## config.mk

```make
export PLATFORM = sky130hd
export DESIGN_NAME = ps2_host_tx
export DESIGN_NICKNAME = d
export VERILOG_FILES = /design/src/rtl/ps2_pkg.sv /design/src/rtl/ps2_line_sync.sv /design/src/rtl/ps2_host_tx.sv
export SDC_FILE = /design/constraint.sdc
export NUM_CORES = 1
export LEC_CHECK = 0
export CORE_UTILIZATION = 59
export DETAILED_ROUTE_END_ITERATION = 10
export PLACE_DENSITY = 0.8
export SYNTH_ARGS = -nofsm -noshare
export SYNTH_HDL_FRONTEND = slang
export SYNTH_HIERARCHICAL = 1
export SYNTH_SLANG_ARGS = --single-unit
```

## constraint.sdc

```tcl
create_clock -name CLK_25MHZ -period 2.7 [get_ports CLK_25MHZ]
set_input_delay 0.675 -clock CLK_25MHZ [delete_from_list [all_inputs] [get_ports CLK_25MHZ]]
set_output_delay 0.675 -clock CLK_25MHZ [all_outputs]
set_load 0.03 [all_outputs]
```

## src/rtl/ps2_pkg.sv

```systemverilog
`default_nettype none
// ============================================================================
// Module      : ps2_pkg
// Description : Shared definitions for the PS/2 host transmit and receive
//               paths: FSM state encoding, default timing constants for a
//               25 MHz system clock, common command bytes and a frame helper.
// Revision    : 1.0 - initial release
// ============================================================================
package ps2_pkg;

  // Transmit FSM state encoding
  typedef logic [2:0] ps2_state_t;
  localparam logic [2:0] ST_IDLE    = 3'd0;
  localparam logic [2:0] ST_INHIBIT = 3'd1;
  localparam logic [2:0] ST_REQ     = 3'd2;
  localparam logic [2:0] ST_SHIFT   = 3'd3;
  localparam logic [2:0] ST_RELEASE = 3'd4;
  localparam logic [2:0] ST_DONE    = 3'd5;
  localparam logic [2:0] ST_ERR     = 3'd6;

  // Default timing at 25 MHz
  localparam int PS2_INHIBIT_CYCLES       = 2500;    // 100 us clock inhibit
  localparam int PS2_START_TIMEOUT_CYCLES = 375000;  // 15 ms for device to start clocking
  localparam int PS2_XFER_TIMEOUT_CYCLES  = 50000;   // 2 ms for the whole frame + ACK
  localparam int PS2_CNT_W                = 19;

  // Frequently used keyboard command / response bytes
  localparam logic [7:0] PS2_CMD_SET_LEDS = 8'hED;
  localparam logic [7:0] PS2_CMD_ENABLE   = 8'hF4;
  localparam logic [7:0] PS2_CMD_RESET    = 8'hFF;
  localparam logic [7:0] PS2_RSP_ACK      = 8'hFA;

  // Host-to-device frame after the start bit: {stop, odd parity, data LSB..}
  function automatic logic [9:0] ps2_tx_frame(input logic [7:0] data);
    return {1'b1, ~^data, data};
  endfunction

endpackage
`default_nettype wire

```

## src/rtl/ps2_line_sync.sv

```systemverilog
`default_nettype none
// ============================================================================
// Module      : ps2_line_sync
// Description : Two-flop synchronizers for the raw PS/2 clock and data pins
//               plus a registered clock falling-edge pulse. Shared by the
//               host transmitter and the keyboard receive path.
// Revision    : 1.0 - initial release
// Ports       : clk       - system clock
//               rst_n     - asynchronous active-low reset
//               ps2_clk   - raw PS/2 clock pin level
//               ps2_data  - raw PS/2 data pin level
//               sync_clk  - synchronized clock level
//               sync_data - synchronized data level
//               clk_fall  - one-cycle pulse, high in the first cycle that
//                           sync_clk reads 0 after reading 1
// ============================================================================
module ps2_line_sync (
  input  logic clk,
  input  logic rst_n,
  input  logic ps2_clk,
  input  logic ps2_data,
  output logic sync_clk,
  output logic sync_data,
  output logic clk_fall
);

  logic clk_meta;
  logic data_meta;

  // Idle bus is high; resetting to 1 avoids a false edge after reset.
  always_ff @(posedge clk or negedge rst_n) begin
    if (!rst_n) begin
      clk_meta  <= 1'b1;
      sync_clk  <= 1'b1;
      data_meta <= 1'b1;
      sync_data <= 1'b1;
      clk_fall  <= 1'b0;
    end else begin
      clk_meta  <= ps2_clk;
      sync_clk  <= clk_meta;
      data_meta <= ps2_data;
      sync_data <= data_meta;
      // sync_clk is about to take clk_meta; flag the 1->0 step in advance
      // so the pulse lines up with the first low cycle of sync_clk.
      clk_fall  <= sync_clk & ~clk_meta;
    end
  end

endmodule
`default_nettype wire

```

## src/rtl/ps2_host_tx.sv

```systemverilog
`default_nettype none
// ============================================================================
// Module      : ps2_host_tx
// Description : PS/2 host-to-device transmitter. Sends one command byte with
//               the host-initiated sequence (clock inhibit, start bit,
//               device-clocked data/parity/stop, device ACK) and drives
//               open-drain enables for the shared PS2_CLK/PS2_DATA pins.
//               Optional macro PS2_TX_RETRY_EN: on timeout or NACK, resend
//               the latched byte up to two more times before reporting.
// Revision    : 1.0 - initial release
// Ports       : CLK_25MHZ   - system clock
//               RESET_N     - asynchronous active-low reset
//               TX_VALID    - command byte offered
//               TX_READY    - high only while idle
//               TX_DATA     - command byte
//               PS2_CLK     - raw clock pin level
//               PS2_DATA    - raw data pin level
//               PS2_CLK_OE  - 1 pulls clock low
//               PS2_DATA_OE - 1 pulls data low
//               BUSY        - transfer in progress, receiver ignores frames
//               TX_DONE     - one-cycle end-of-transfer pulse
//               TX_ERR      - with TX_DONE: 1 = timeout or NACK
// ============================================================================
module ps2_host_tx
  import ps2_pkg::*;
#(
  parameter int INHIBIT_CYCLES       = PS2_INHIBIT_CYCLES,
  parameter int START_TIMEOUT_CYCLES = PS2_START_TIMEOUT_CYCLES,
  parameter int XFER_TIMEOUT_CYCLES  = PS2_XFER_TIMEOUT_CYCLES,
  parameter int CNT_W                = PS2_CNT_W
) (
  input  logic       CLK_25MHZ,
  input  logic       RESET_N,
  input  logic       TX_VALID,
  output logic       TX_READY,
  input  logic [7:0] TX_DATA,
  input  logic       PS2_CLK,
  input  logic       PS2_DATA,
  output logic       PS2_CLK_OE,
  output logic       PS2_DATA_OE,
  output logic       BUSY,
  output logic       TX_DONE,
  output logic       TX_ERR
);

  localparam logic [CNT_W-1:0] INH_PRE    = CNT_W'(INHIBIT_CYCLES - 2);
  localparam logic [CNT_W-1:0] INH_LAST   = CNT_W'(INHIBIT_CYCLES - 1);
  localparam logic [CNT_W-1:0] START_LAST = CNT_W'(START_TIMEOUT_CYCLES - 1);
  localparam logic [CNT_W-1:0] XFER_LAST  = CNT_W'(XFER_TIMEOUT_CYCLES - 1);

  logic             sync_clk;
  logic             sync_data;
  logic             clk_fall;

  ps2_state_t       state;
  logic [CNT_W-1:0] timer;
  // Device falling edges seen after the first one (the first edge is the
  // one that moves REQ into SHIFT and presents data bit 0).
  logic [3:0]       edge_cnt;
  logic [3:0]       next_idx;
  logic [9:0]       frame;
  logic             clk_oe;
  logic             data_oe;
  logic             accept;
  logic             fail;
  logic             can_retry;

  ps2_line_sync u_sync (
    .clk       (CLK_25MHZ),
    .rst_n     (RESET_N),
    .ps2_clk   (PS2_CLK),
    .ps2_data  (PS2_DATA),
    .sync_clk  (sync_clk),
    .sync_data (sync_data),
    .clk_fall  (clk_fall)
  );

  assign accept   = TX_VALID && (state == ST_IDLE);
  assign next_idx = edge_cnt + 4'd1;

  // Timeout or NACK in the current cycle.
  always_comb begin
    fail = 1'b0;
    case (state)
      ST_REQ:     fail = !clk_fall && (timer == START_LAST);
      ST_SHIFT:   fail = (timer == XFER_LAST) ||
                         (clk_fall && (edge_cnt == 4'd9) && sync_data);
      ST_RELEASE: fail = (timer == XFER_LAST) && !(sync_clk && sync_data);
      default:    fail = 1'b0;
    endcase
  end

`ifdef PS2_TX_RETRY_EN
  logic [1:0] retry_cnt;

  assign can_retry = (retry_cnt != 2'd2);

  always_ff @(posedge CLK_25MHZ or negedge RESET_N) begin
    if (!RESET_N) begin
      retry_cnt <= 2'd0;
    end else if (accept) begin
      retry_cnt <= 2'd0;
    end else if (fail && can_retry) begin
      retry_cnt <= retry_cnt + 2'd1;
    end
  end
`else
  assign can_retry = 1'b0;
`endif

  always_ff @(posedge CLK_25MHZ or negedge RESET_N) begin
    if (!RESET_N) begin
      state    <= ST_IDLE;
      timer    <= '0;
      edge_cnt <= 4'd0;
      frame    <= 10'd0;
      clk_oe   <= 1'b0;
      data_oe  <= 1'b0;
    end else if (fail) begin
      timer   <= '0;
      data_oe <= 1'b0;
      if (can_retry) begin
        state  <= ST_INHIBIT;
        clk_oe <= 1'b1;
      end else begin
        state  <= ST_ERR;
        clk_oe <= 1'b0;
      end
    end else begin
      case (state)
        ST_IDLE: begin
          clk_oe  <= 1'b0;
          data_oe <= 1'b0;
          if (accept) begin
            frame  <= ps2_tx_frame(TX_DATA);
            state  <= ST_INHIBIT;
            timer  <= '0;
            clk_oe <= 1'b1;
          end
        end
        ST_INHIBIT: begin
          timer <= timer + 1'b1;
          // Start bit goes low during the final inhibit cycle.
          if (timer == INH_PRE) begin
            data_oe <= 1'b1;
          end
          if (timer == INH_LAST) begin
            state   <= ST_REQ;
            timer   <= '0;
            clk_oe  <= 1'b0;
            data_oe <= 1'b1;
          end
        end
        ST_REQ: begin
          timer <= timer + 1'b1;
          if (clk_fall) begin
            state    <= ST_SHIFT;
            timer    <= '0;
            edge_cnt <= 4'd0;
            data_oe  <= ~frame[0];
          end
        end
        ST_SHIFT: begin
          timer <= timer + 1'b1;
          if (clk_fall) begin
            if (edge_cnt == 4'd9) begin
              // ACK edge; a NACK was already routed through fail.
              state <= ST_RELEASE;
            end else begin
              data_oe <= ~frame[next_idx];
              if (edge_cnt != 4'hF) begin
                edge_cnt <= next_idx;
              end
            end
          end
        end
        ST_RELEASE: begin
          timer <= timer + 1'b1;
          if (sync_clk && sync_data) begin
            state <= ST_DONE;
          end
        end
        ST_DONE: state <= ST_IDLE;
        ST_ERR:  state <= ST_IDLE;
        default: begin
          state   <= ST_IDLE;
          clk_oe  <= 1'b0;
          data_oe <= 1'b0;
        end
      endcase
    end
  end

  assign PS2_CLK_OE  = clk_oe;
  assign PS2_DATA_OE = data_oe;
  assign TX_READY    = (state == ST_IDLE);
  assign BUSY        = (state != ST_IDLE);
  assign TX_DONE     = (state == ST_DONE) || (state == ST_ERR);
  assign TX_ERR      = (state == ST_ERR);

endmodule
`default_nettype wire

```

## Word-level counts from Yosys, hierarchy flattened

Index checks and enable logic that the tools add are counted.

| storage, ports and cells | value |
|---|---|
| bits in latches | 0 |
| memories kept | 0 |
| ROM bits | 0 |
| bits of input ports | 13 |
| flip-flop bits (word level) | 43 |
| output and inout bits | 6 |
| bits in writable memories | 0 |
| logic and storage cells | 101 |

| cells by class | value |
|---|---|
| reductions and logical operators | 24 |
| add/subtract/negate cells | 2 |
| divide/modulo/power cells | 0 |
| multipliers | 0 |
| mux-type cells | 32 |
| order comparisons | 1 |
| equal/unequal tests | 26 |
| shifts and indexed selects | 0 |
| bitwise gates (word level) | 5 |

Operators by type and width:

| kind | number |
|---|---|
| $mux W19 | 4 |
| $pmux W19 S4 | 1 |
| $eq A19 B12 Y1 const B | 2 |
| $mux W3 | 7 |
| $add A19 B1 Y19 const B | 1 |
| $eq A19 B16 Y1 const B | 1 |
| $eq A19 B19 Y1 const B | 1 |
| $mux W4 | 4 |
| $pmux W3 S5 | 1 |
| $ne A3 B3 Y1 const B | 4 |
| $reduce_and A6 Y1 | 2 |
| $mux W1 | 10 |
| $eq A3 B3 Y1 const B | 3 |
| $ne A2 B1 Y1 const B | 4 |
| $ne A4 B4 Y1 const B | 2 |
| $pmux W4 S2 | 1 |
| $reduce_xnor A8 Y1 | 1 |
| $eq A3 B2 Y1 const B | 2 |
| $logic_and A1 B1 Y1 | 6 |
| $ne A3 B2 Y1 const B | 2 |
| $pmux W1 S3 | 2 |
| $lt A4 B5 Y1 const B | 1 |
| $reduce_and A5 Y1 | 1 |
| $reduce_bool A5 Y1 | 1 |
| other kinds (19) | 26 |

## Logic depth before layout (Yosys ltp)

Gate-level depths: netlist (run 1).

| depth | value |
|---|---|
| depth after elaboration | 8 |
| gate-level depth with buffers | 10 |
| depth with buffers taken out | 8 |

## By module

The synthesis (run 1) kept the hierarchy.

By module, submodules not included:

| module | times used | seq. area each (µm²) | area each (µm²) | cells each |
|---|---|---|---|---|
| ps2_host_tx | 1 | 950.9 | 2492.4 | 271 |
| ps2_line_sync | 1 | 130.1 | 143.9 | 6 |

## Worst setup path before layout (run 1)

No wires, ideal clock.

| timing path | value |
|---|---|
| kind | reg2reg |
| start point | register timer[0] |
| end point | register timer[15] |
| setup slack | 0.439 ns |
| data required time | 2.631 ns |
| path buffers | 1 |
| library setup time | 0.069 ns |
| arrival | 2.192 ns |
| clock period less this slack | 2.261 ns |
| stages on the path, launching flop included | 9 |
| path through | dfrtp_1 ha_1 and3_1 and2_1 a32o_2 or3_1 buf_6 or3_1 nand3_1 |

| between the ends | value |
|---|---|
| word-level cells in the longest chain between the ends | 5 |
| elaborated cells between the ends (all ways) | 15 |
| classes of those cells | 1 x add/sub; 4 x eq/ne; 5 x mux; 5 x reduce/logical |

RTL lines:

| item | RTL line | text |
|---|---|---|
| start, declared | ps2_host_tx.sv:56 | `logic [CNT_W-1:0] timer;` |
| start signal, assigned | ps2_host_tx.sv:142 | `timer <= timer + 1'b1;` |
| start signal, assigned | ps2_host_tx.sv:155 | `timer <= timer + 1'b1;` |
| start signal, assigned | ps2_host_tx.sv:164 | `timer <= timer + 1'b1;` |
| branches (longest 5 deep; another with $add A19 B1 Y19) | - |  |

Several ways; the timed one is not identified.
A chain may end at the register's enable or synchronous reset.

## Worst setup path after layout (run 1)

| timing path | value |
|---|---|
| start point | register state[0] |
| end point | output port BUSY |

| between the ends | value |
|---|---|
| word-level cells in the longest chain between the ends | 1 |

RTL lines:

| item | RTL line | text |
|---|---|---|
| start, declared | ps2_host_tx.sv:55 | `ps2_state_t state;` |
| start signal, assigned | ps2_host_tx.sv:113 | `state <= ST_IDLE;` |
| start signal, assigned | ps2_host_tx.sv:123 | `state <= ST_INHIBIT;` |
| start signal, assigned | ps2_host_tx.sv:126 | `state <= ST_ERR;` |
| $reduce_bool A3 Y1 | ps2_host_tx.sv:197 | `assign BUSY = (state != ST_IDLE);` |
| end, declared | ps2_host_tx.sv:41 | `output logic BUSY,` |

No other way between the ends.

==> out/results.ini, run 1 <==
[outcome]
status=finished, final reports clean

[floorplanning]
die_h_um=68.85
die_area_mm2=0.004740
fp.dieW_um=68.85
core_area_mm2=0.004144
rows=23
start_util_pct=63.62
ioPinCount=19

[final_layout]
fillers=314
area_delta_synth_final_pct=13.24
final_common_cell=dfrtp_1
final_cell_mix=37 x dfrtp_1, 22 x nand2_1, 21 x nand3_1, 16 x clkdlybuf4s50_1, 15 x o21ai_1
fin_util_pct=72.04
fin_cells=347
n_antenna_cell=0
final_area_mm2=0.002985
multi_input_area_mm2=0.001435
layout-drive-gt1-share_pct=14.81
final_nets=314
regArea_mm2=0.001084

[sta]
setup_ws_ns=0.1028
fin_crit_sh_pct=96.19
drv_slew=0
finalClockSkew_ns=0.008587
hold_viol_final=0
period_minus_slack_ns=2.597
fmax_mhz=385.0
tightest_slew_ns=0.9478
rsz0062_at_grt=no
setup_viol=0
max_slew_margin_pct=36.81

[grt]
antenna_found_initial=0
grt_pass1_wl_um=9342
grt_max_degree=44
grt_use_total_pct=26.96
grt_pass1_vias=1924
grt_overflow=0

[synthesis]
synth_top_area_share_pct=37.02
synth_warnings=6
syn_area_mm2=0.002636
syn_area_per_cell_um2=9.517
synthSimpleGateAreaFrac_pct=22.50
synth_area_leaders=dfrtp_1 37%, mux2_2 5.1%, dfstp_2 4.0%
synth_nets=295
ys.flop_type=dfrtp_1
synth-seq-area-share_pct=41.01
synth_compound_area_share_pct=16.04
ys_ff_latch=43
synthAdderAreaFrac_pct=2.373
yosys.area.top_type=dfrtp_1
ys_types=57
synth_top_family_by_area=simple AND/OR/NAND/NOR gates
ys_async_sr_fraction_pct=100.0
muxShareOfSynthArea_pct=8.780
yosys.area_share.xor_xnor_pct=4.319
synthCells=277
synth_edf_count=0

[pwr]
sequentialPowerShare_pct=34.6
p_switching_mw=1.296
irDropWorstVdd_uv=648.7
p_int_mw=1.855
p_clk_share_pct=19.0
pwr-share-comb_pct=46.5
power_mw=3.150
cellLeakagePower_nw=1.239
switching_share_pct=41.13
powerDensity_mw_per_mm2=1055

[worst_setup_path]
critPathSlowestCell=clkdlybuf4s50_1
path_class=flip-flop to output pin
cp-end-kind=output pin
required_ns=2.03
slowest_delay_ns=0.70
cp_cell_sequence=inv_1, nand2_1, clkdlybuf4s50_1
crit_path_start_kind=flip-flop
crit_fanout=15
arrival_ns=1.92

[place]
place_ws_ns=-0.04952
placed_area_mm2=0.002841
gp_congestion=0.9457
hpwl_um=3975
place_inst=339
io_buffer_count=18

[route]
viasPerCell=6.340
vias=2200
post_drt_wl_per_cell_um=16.42
drc=0
postRouteWirelength_um=5697
firstDrtPassIters=5
first_iter_violations=168
ant_nets=0

[clock_tree]
cts_sinks=43
cts_made_buffers=5
clk_latency_ns=0.30
cts_tree=built
cts_setup_buffers=0
hold_buffers=0
clkSlewWorstSetupHoldPaths_ns=0.09
cts_buffer_depth=2
htree_levels=2
cts_root_buf=clkbuf_8

[min_path]
holdCritPathClass=flip-flop to flip-flop

[job]
drv_cap=0

timing repair:
item,CTS,global route
endpoints found under the hold margin,0,0
setup endpoints to repair,4,1
gates resized for setup,3,1
metal layers:
metal	vias up	wire length [um]	share of wire (%)	track usage, %
met3	8	367	6.4	5.592
met1	1035	2715	48	40.17
met5	-	0	0	0
met4	0	61	1.1	10.20
met2	97	2552	45	37.99
li1	1060	-	-	-
power groups by stage:
| stage | registers, mW | logic (mW) | clock network (mW) |
|---|---|---|---|
| after floorplan | 0.999 | 1.19 | 0 |
| after global placement | 1.07 | 1.42 | 0 |
| after detailed placement | 1.08 | 1.44 | 0 |
| after CTS | 1.08 | 1.45 | 0.604 |
| after global routing | 1.12 | 1.60 | 0.627 |
| final | 1.09 | 1.46 | 0.598 |
worst max-delay path: cells and delay by family (launching register included):
family | cells | cell delay, ns
simple gates | 1 | 0.21
flops | 1 | 0.53
buf+inv | 2 | 0.88
registers in the layout, indices dropped and copies added (netlist names), 3 cells and up:
name and flops:
timer 19, frame 10, edge_cnt 4, state 3
synth_stat cells, types with 5 or more instances:
| cell | count |
|---|---|
| and3_1 | 8 |
| nor2_1 | 13 |
| mux2_2 | 12 |
| and2_1 | 6 |
| nor3_1 | 5 |
| xnor2_1 | 10 |
| clkbuf_1 | 7 |
| buf_6 | 5 |
| o21ai_1 | 15 |
| ha_1 | 5 |
| a21oi_1 | 14 |
| o21ai_0 | 8 |
| nand3_1 | 21 |
| dfrtp_1 | 39 |
| inv_1 | 11 |
| a31oi_1 | 9 |
| or3_1 | 6 |
| nand2_1 | 22 |
cell families (layout without fill, tap and decap cells):
| logic type | after synthesis | in the layout |
|---|---|---|
| and+or+nand+nor | 106 | 106 |
| AOI/OAI and AO/OA | 67 | 67 |
| DFF | 43 | 43 |
| buffers and inverters | 24 | 44 |
| muxes | 19 | 19 |
| xor gates and xnor gates | 13 | 13 |
| adders and majority gates | 5 | 5 |
area by class of cell:
cell class,instances,area share [%]
Tap cell,50,2.096
Clock buffer,5,2.305
Sequential cell,43,36.30
Multi-Input combinational cell,210,48.07
Clock inverter,3,2.263
Timing Repair Buffer,25,7.586
Inverter,11,1.383
worst paths after layout:
| check | start | end | slack, ns | cells after the start |
|---|---|---|---|---|
| worst max-delay path | state[0] | BUSY | 0.10 | 3 |
| worst min-delay path | u_sync/data_meta | u_sync/sync_data | 0.35 | 0 |
| worst max register to register | timer[0] | timer[14] | 0.24 | 7 |
| worst min register to register | u_sync/data_meta | u_sync/sync_data | 0.35 | 0 |
| max in group asynchronous | RESET_N | state[2] | 1.54 | 1 |
| min in group asynchronous | RESET_N | edge_cnt[1] | 0.52 | 1 |
metrics by stage:
stage	hold slack, ns	TNS [ns]
after detailed placement	0.3491	-0.04952
after floorplan	0.3452	0
after CTS	0.3555	0
final	0.3535	0
after global placement	0.3458	0
after global routing	0.3584	0
Power figures use the tool's default switching activity.
==> run 2: changes to the inputs <==
--- a/config.mk
+++ b/config.mk
@@ -5,6 +5,7 @@
 export SDC_FILE = /design/constraint.sdc
 export NUM_CORES = 1
 export LEC_CHECK = 0
+export CORE_ASPECT_RATIO = 1.5
 export CORE_UTILIZATION = 59
 export DETAILED_ROUTE_END_ITERATION = 10
 export PLACE_DENSITY = 0.8
==> run 2 against run 1 <==
  * Utilization fell by 1.5 points
  * Clock power fell by 13%
  * Routed wire length rose by 5.9%
  * Hold slack got worse by 0.020 ns
  * Final cell count did not move
  * Total power fell by 1.1%
  * Die area rose by 0.11%
  * Largest power group unchanged
==> out/results.ini, run 2 (same netlist as run 1, synthesis figures left out) <==
[outcome]
status=finished, final reports clean

[clock_tree]
hold_buffers=0  ; unchanged
cts_setup_buffers=0  ; unchanged
htree_levels=2  ; unchanged
clk_latency_ns=0.30  ; about the same
cts_root_buf=clkbuf_8
clkSlewWorstSetupHoldPaths_ns=0.09  ; about the same
cts_sinks=43  ; unchanged
cts_buffer_depth=2  ; unchanged
cts_tree=built
cts_made_buffers=5  ; unchanged

[worst_setup_path]
arrival_ns=1.92  ; about the same
required_ns=2.03  ; about the same
crit_path_start_kind=flip-flop
cp-end-kind=output pin
crit_fanout=12  ; -3
slowest_delay_ns=0.73  ; +0.03 ns
critPathSlowestCell=clkdlybuf4s50_1
path_class=flip-flop to output pin
cp_cell_sequence=nor2_1, nand2_1, clkdlybuf4s50_1

[final_layout]
final_cell_mix=38 x dfrtp_1, 22 x nand2_1, 21 x nand3_1, 15 x o21ai_1, 15 x clkdlybuf4s50_1
fillers=342  ; +8.9%
top_regs=timer (19), frame (10), edge_cnt (4)
largest_reg_flops=19  ; unchanged
final_nets=318  ; +1.3%
multi_input_area_mm2=0.001435  ; unchanged
n_antenna_cell=0  ; unchanged
layout-drive-gt1-share_pct=15.61  ; +0.80 points
regArea_mm2=0.001082  ; -0.12%
area_delta_synth_final_pct=13.62
regMostFlops=timer
final_common_cell=dfrtp_1

[place]
gp_congestion=0.8772  ; -7.2%
hpwl_um=4394  ; +11%
place_ws_ns=0.1074  ; +0.1570 ns
io_buffer_count=18  ; unchanged

[grt]
grt.met2_usage_pct=48.56  ; +11 points
gr-usage-met3_pct=3.721  ; -1.9 points
grt_pass1_wl_um=9922  ; +6.2%
antenna_found_initial=0  ; unchanged
grt_use_total_pct=26.80  ; -0.15 points
met1_usage_pct=31.31  ; -8.9 points
grt_max_degree=24  ; -45%
grt_pass1_vias=2060  ; +7.1%
grt.busiest_layer=met2
grt_overflow=0  ; unchanged

[floorplanning]
die_area_mm2=0.004745  ; +0.11%
core_area_mm2=0.004245  ; +2.4%
ioPinCount=19  ; unchanged
fp.dieW_um=56.58  ; -18%
rows=29  ; +26%
start_util_pct=62.10  ; -1.5 points
die_h_um=83.87  ; +22%

[route]
drc=0  ; unchanged
vias=2165  ; -1.6%
post_drt_wl_per_cell_um=17.38  ; +5.9%
viasPerCell=6.239  ; -1.6%
firstDrtPassIters=5  ; unchanged
first_iter_violations=151  ; -10%
ant_nets=0  ; unchanged
postRouteWirelength_um=6032  ; +5.9%

[job]
drv_cap=0  ; unchanged

[sta]
tns_ns=0  ; unchanged
fmax_mhz=384.9  ; about the same
period_minus_slack_ns=2.598  ; +0.0006740 ns
finalClockSkew_ns=0.005863  ; -0.002724 ns
tightest_slew_ns=0.5528  ; -0.3950 ns
max_slew_margin_pct=63.02  ; +26 points
hold_viol_final=0  ; unchanged
holdWs_ns=0.3340  ; -0.01951 ns
rsz0062_at_grt=no
fin_crit_sh_pct=96.22  ; about the same
setup_ws_ns=0.1021  ; -0.0006740 ns
drv_slew=0  ; unchanged
setup_viol=0  ; unchanged

[pwr]
cellLeakagePower_nw=1.283  ; +3.6%
powerDensity_mw_per_mm2=1040  ; -1.5%
irDropWorstVdd_uv=802.6  ; +24%

[min_path]
holdCritPathClass=input pin to async pin

[run 2: layout make-up]
class	count	area share, %
clock buffers	5	2.297
clock inverters	3	1.587
inverters	11	1.378
multi-input cells	210	47.91
flip-flops and latches	43	36.13
well taps	46	1.921
repair buffers	29	8.772
[run 2: where the power goes]
part           switching (mW)  internal (mW)
Combinational           0.855          0.684
Sequential              0.218          0.838
Clock                   0.239          0.280
[run 2: path summary, 6_finish.rpt]
| path | endpoint | slack [ns] | depth (start not counted) | from |
|---|---|---|---|---|
| worst max-delay path | BUSY | 0.10 | 3 | state[1] |
| worst min-delay path | frame[6] | 0.33 | 1 | RESET_N |
| worst max register to register | timer[15] | 0.21 | 6 | state[2] |
| worst min register to register | u_sync/sync_data | 0.36 | 0 | u_sync/data_meta |
| max in group asynchronous | u_sync/sync_data | 1.65 | 2 | RESET_N |
| min in group CLK_25MHZ | u_sync/sync_data | 0.36 | 0 | u_sync/data_meta |
[run 2: critical path, delay by kind of cell, from the launching register on]
kind,cells,cell delay [ns]
flops,1,0.56
buf+inv,1,0.73
simple gates,2,0.34
[run 2: stage by stage]
step                instance area, um2  util, %  instances  power (mW)
floorplan                         2636        -        277       2.185
detailed placement                2867    67.52        339       2.585
finish                            2995    70.56        347       3.115
global placement                  2867    67.52        339       2.553
CTS                               2984    70.29        347       3.111
global route                      2995    70.56        347       3.312
[run 2: timing repair]
item | in CTS | in global routing
endpoints found under the setup margin | 1 | 7
cloned | 0 | 0
endpoints found under the hold margin | 0 | 0
gates resized for setup | 1 | 3
[run 2: layer usage]
| layer | up-vias | share of wire [%] |
|---|---|---|
| met5 | - | 0 |
| met4 | 0 | 1.9 |
| met3 | 11 | 3.2 |
| met2 | 53 | 55 |
| met1 | 1038 | 40 |
| li1 | 1063 | - |
==> run 3: changes to the inputs <==
--- a/config.mk
+++ b/config.mk
@@ -9,7 +9,9 @@
 export CORE_UTILIZATION = 59
 export DETAILED_ROUTE_END_ITERATION = 10
 export PLACE_DENSITY = 0.8
+export SLEW_MARGIN = 0
 export SYNTH_ARGS = -nofsm -noshare
 export SYNTH_HDL_FRONTEND = slang
 export SYNTH_HIERARCHICAL = 1
 export SYNTH_SLANG_ARGS = --single-unit
+export TNS_END_PERCENT = 5
==> results of run 3 <==
The final DEF is identical to that of run 2; final timing and power are the same.
